<file path="config.mk">
export PLATFORM = sky130hd
export DESIGN_NAME = writeback_arbiter
export DESIGN_NICKNAME = d
export VERILOG_FILES = /design/src/rtl/writeback_arbiter.sv
export SDC_FILE = /design/constraint.sdc
export NUM_CORES = 1
export LEC_CHECK = 0
export ABC_AREA = 0
export CAP_MARGIN = 10
export CORE_MARGIN = 5
export CORE_UTILIZATION = 30
export DETAILED_ROUTE_END_ITERATION = 7
export GPL_TIMING_DRIVEN = 0
export PLACE_DENSITY = 0.58
export RECOVER_POWER = 100
export REMOVE_ABC_BUFFERS = 1
export SYNTH_ARGS = -nofsm -noshare
export SYNTH_HDL_FRONTEND = slang
export SYNTH_SLANG_ARGS = --single-unit
</file>
<file path="constraint.sdc">
create_clock -name iCLK -period 4.5 [get_ports iCLK]
set_clock_uncertainty 0.1 [all_clocks]
set_input_delay 1.35 -clock iCLK [delete_from_list [all_inputs] [get_ports iCLK]]
set_output_delay 1.35 -clock iCLK [all_outputs]
set_load 0.005 [all_outputs]
</file>
<file path="src/rtl/writeback_arbiter.sv">
// Register-file write-port arbiter: the pipeline writeback always wins; long-latency
// results are parked in a small FIFO and drained into idle write slots.
module writeback_arbiter #(
  parameter int DEPTH = 2,
  parameter int PTRW  = 1
) (
  input  logic        iCLK,
  input  logic        iRST_N,
  input  logic        iPipeValid,
  input  logic [4:0]  iPipeRd,
  input  logic [31:0] iPipeData,
  input  logic        iLongValid,
  input  logic [4:0]  iLongRd,
  input  logic [31:0] iLongData,
  output logic        oLongReady,
  output logic        oRegWrite,
  output logic [4:0]  oWriteRegister,
  output logic [31:0] oWriteData,
  output logic [31:0] oPendingMask
);

  localparam logic [PTRW:0]   C_DEPTH = (PTRW + 1)'(DEPTH);
  localparam logic [PTRW-1:0] C_LAST  = PTRW'(DEPTH - 1);

  logic [PTRW-1:0] r_wr_ptr;
  logic [PTRW-1:0] r_rd_ptr;
  logic [PTRW:0]   r_count;
  logic [4:0]      r_ent_rd   [DEPTH];
  logic [31:0]     r_ent_data [DEPTH];
  logic            r_live     [DEPTH];

  logic            w_pipe_req;
  logic            w_push;
  logic            w_pop;
  logic            w_head_live;
  logic [PTRW-1:0] w_wr_inc;
  logic [PTRW-1:0] w_rd_inc;
  logic [31:0]     w_mask;

  assign oLongReady  = iRST_N && (r_count < C_DEPTH);
  assign w_pipe_req  = iPipeValid && (iPipeRd != 5'd0);
  // An x0 transfer still completes the handshake, it just never occupies a slot.
  assign w_push      = iLongValid && oLongReady && (iLongRd != 5'd0);
  assign w_pop       = !w_pipe_req && (r_count != '0);
  assign w_head_live = r_live[r_rd_ptr];
  assign w_wr_inc    = (r_wr_ptr == C_LAST) ? '0 : r_wr_ptr + 1'b1;
  assign w_rd_inc    = (r_rd_ptr == C_LAST) ? '0 : r_rd_ptr + 1'b1;

  // Per-entry state: push wins, a pop frees the slot, a pipeline write to the same rd kills it.
  for (genvar gi = 0; gi < DEPTH; gi++) begin : g_ent
    always_ff @(posedge iCLK) begin
      if (!iRST_N) begin
        r_live[gi] <= 1'b0;
      end else if (w_push && (r_wr_ptr == PTRW'(gi))) begin
        r_live[gi]     <= 1'b1;
        r_ent_rd[gi]   <= iLongRd;
        r_ent_data[gi] <= iLongData;
      end else if (w_pop && (r_rd_ptr == PTRW'(gi))) begin
        r_live[gi] <= 1'b0;
      end else if (w_pipe_req && (r_ent_rd[gi] == iPipeRd)) begin
        r_live[gi] <= 1'b0;
      end
    end
  end

  always_ff @(posedge iCLK) begin
    if (!iRST_N) begin
      r_wr_ptr <= '0;
      r_rd_ptr <= '0;
      r_count  <= '0;
    end else begin
      if (w_push) r_wr_ptr <= w_wr_inc;
      if (w_pop)  r_rd_ptr <= w_rd_inc;
      r_count <= r_count + {{PTRW{1'b0}}, w_push} - {{PTRW{1'b0}}, w_pop};
    end
  end

  always_ff @(posedge iCLK) begin
    if (!iRST_N) begin
      oRegWrite      <= 1'b0;
      oWriteRegister <= 5'd0;
      oWriteData     <= 32'd0;
    end else if (w_pipe_req) begin
      oRegWrite      <= 1'b1;
      oWriteRegister <= iPipeRd;
      oWriteData     <= iPipeData;
    end else if (w_pop) begin
      oRegWrite <= w_head_live;
      if (w_head_live) begin
        oWriteRegister <= r_ent_rd[r_rd_ptr];
        oWriteData     <= r_ent_data[r_rd_ptr];
      end
    end else begin
      oRegWrite <= 1'b0;
    end
  end

  always_comb begin
    w_mask = 32'd0;
    for (int i = 0; i < DEPTH; i++) begin
      if (r_live[i]) w_mask[r_ent_rd[i]] = 1'b1;
    end
  end

  assign oPendingMask = w_mask;

endmodule
</file>
==> metrics.txt, run 1 <==
Leak=~0.0026 µW; Pint=2420 µW; GPL Wtd Cong=0.800; row count=48; Reg clk slew, reported paths=0.05 ns; Die Width=141 µm; Core Area=17100 µm²; worst relative slew slack=-18.5%; critical path arrival=4.14 ns; Layout area overhead=44.5%; HP Class=reg -> reg; drt drc=0; met1 WL=5960 µm; Required @ worst endpoint=approximately 4.6 ns; Final Hold Vio Count=0; Antenna Violating Nets Remaining=0; vias in the first global route=4097; post-place setup slack=0.0792 ns; Clock power frac=between 30 and 40%; total CTS buffers=17; Post-synth top cells=edfxtp_1 (75), dfxtp_1 (44), nand3_1 (43), mux2i_1 (39), mux2_2 (37); Tot GR Track Use=between 10 and 15%; WS Path Type=in -> reg; Routed WL=13700 µm; Setup TNS=0 ns; Die H=141 µm; DP Cell Count=753; number of flops mapped to enable cells by yosys=75; Filler cells=1597; fin. max-slew vios=35; global route total overflow=0; number of max-cap violations=2; pin count of the biggest net entering global routing=35; total power density per cell area=approximately 430 nW/µm²; vias per cell=4.88; Gate Count Post-Synth=402; actual slew at the worst max-slew pin=1.77 ns; layout cells sized above 1=14.7%; wire length of the first global-routing pass=~22000 µm; fmax=0.245 GHz; clock insertion delay at the later pin of the skew report=0.40 ns; total number of vias=between 3000 and 4000; root buf cell=clkbuf_16; H-tree Lvls=4; uppermost routed layer=met4; Max Fanout on Critical Path=18; ys flop type=edfxtp_1; initial antenna violation count=2; failing checks=max-capacitance violations, max-slew violations; CTS max path bufs=2; Post-DP Area=6950 µm²; Initial Util=between 30% and 40%; Final Instance Count excl. Fillers=785; Mapped Avg Cell Area=12.8 µm²; flip-flop and latch count after synthesis=119; sequential power share=roughly 41%; I/O pins=149; Period minus WS final=4.09 ns; wire length per cell=17.4 µm; slack of the critical path=0.410 ns; Yosys cell types=32; cell area after layout=7450 µm²; crit start category=primary input; post-CTS sizing=0; met2 WL=6450 µm; clock tree from TritonCTS=yes; Buffers on Ports=148; Peak VDD IR=230 µV; iteration count of the initial detailed-routing pass=4; setup violators final=0; post-CTS setup buffers=0; synthesized area=5160 µm²; status=complete, but fails checks; NetSw=772 µW; Post-synth ARST share=0%; DR WL met3=slightly above 1000 µm; unrepaired setup endpoints after global routing=false; part of the power in combinational logic=a little under a fifth; Total Power=about 3200 µW; die area=around 20000 µm²; register area=roughly 3100 µm²; critical path capture point type=register; most numerous cell in the Yosys netlist=edfxtp_1; Starting DRT DRC Count=154; yosys warns=0; Hold-fix buffers, CTS=0; Synth area leaders=edfxtp_1 (44%), dfxtp_1 (17%), mux2_2 (8.1%); count of clock tree sinks=119; top-area cell type share of the netlist area=a little over two fifths; fin crit share=between 90% and 100%; hpwl dp=9620 µm; Seq/Total Area, Yosys=60.7%; Sw Ratio=24.2%; area leader, netlist=edfxtp_1; Multi-input gate area=1880 µm²; Final nets=629
[registers in the layout, summed over array words and instances (netlist names), named ones only]
signal,cells
oRegWrite,1
oWriteData,32
oWriteRegister,5
r_count,2
r_ent_data,64
r_ent_rd,10
r_live,2
r_rd_ptr,1
r_wr_ptr,1
[worst max-delay path, cell delays in order]
cell	delay (ns)
dlygate4sd3_1	0.59
or4_1	0.59
o211ai_1	0.44
nor2_1	0.51
or4b_1	0.65
[routing by layer]
layer / global-route usage [%] / vias up
li1: - / 1829
met1: 16.8 / 1832
met2: 22.8 / 145
met3: 5.46 / 22
met4: 4.69 / 0
met5: 0 / -
[cells in the final DEF, fill, tap and decap left out, types with 5 or more instances in the layout]
cell / count
nand3_1: 43
buf_12: 5
nand3b_1: 11
nor2_1: 7
nand2_1: 5
edfxtp_1: 75
dfxtp_1: 43
dlygate4sd3_1: 108
mux2i_1: 39
clkinv_2: 5
o21ai_0: 37
o22ai_1: 33
xnor2_1: 8
clkdlybuf4s50_1: 39
or3b_2: 6
clkbuf_16: 17
mux2_2: 37
[worst paths after layout]
path | end | cells past startpoint | slack [ns] | start
worst min-delay path | r_rd_ptr | 2 | 0.38 | r_rd_ptr
worst max-delay path | r_live[0] | 5 | 0.41 | iLongRd[0]
worst min register to register | r_rd_ptr | 2 | 0.38 | r_rd_ptr
worst max register to register | r_ent_data[0][9] | 4 | 1.69 | r_count[1]
[power by group through the flow]
stage                     combinational [µW]  clock, µW  sequential, µW
after detailed placement                 648          0            1340
final                                    606       1270            1320
after CTS                                651       1310            1320
after global placement                   588          0            1380
after global routing                     665       1360            1330
after floorplan                          336          0            1350
[cells by family after synthesis]
kind of cell    Yosys count  synth area share [%]
mux                      76                  15.6
compound gates           75                  8.61
xor+xnor                 12                  2.04
simple gates             85                  9.46
buf+inv                  31                  2.55
fa+ha+maj                 4                 0.970
flops                   119                  60.7
[layout make-up]
class                   instances  area share [%]
flip-flops and latches        119            42.0
multi-input cells             252            25.2
repair buffers                154            21.2
clock buffers                  20            6.13
well taps                     225            3.78
clock inverters                10            1.41
inverters                       3           0.151
diodes                          2          0.0671
[through the flow]
step	util, %	hold WS (ns)
final	43.7	0.380
after global routing	43.7	0.406
after CTS	44.0	0.383
after detailed placement	40.7	0.376
after global placement	39.9	0.364
after floorplan	-	0.352
Power figures use the tool's default switching activity.
==> run 2, diff against run 1 <==
HOLD_SLACK_MARGIN = 0.03   (was not set)
==> results of run 2 <==
No change in the layout: final DEF, timing and power equal those of run 1.
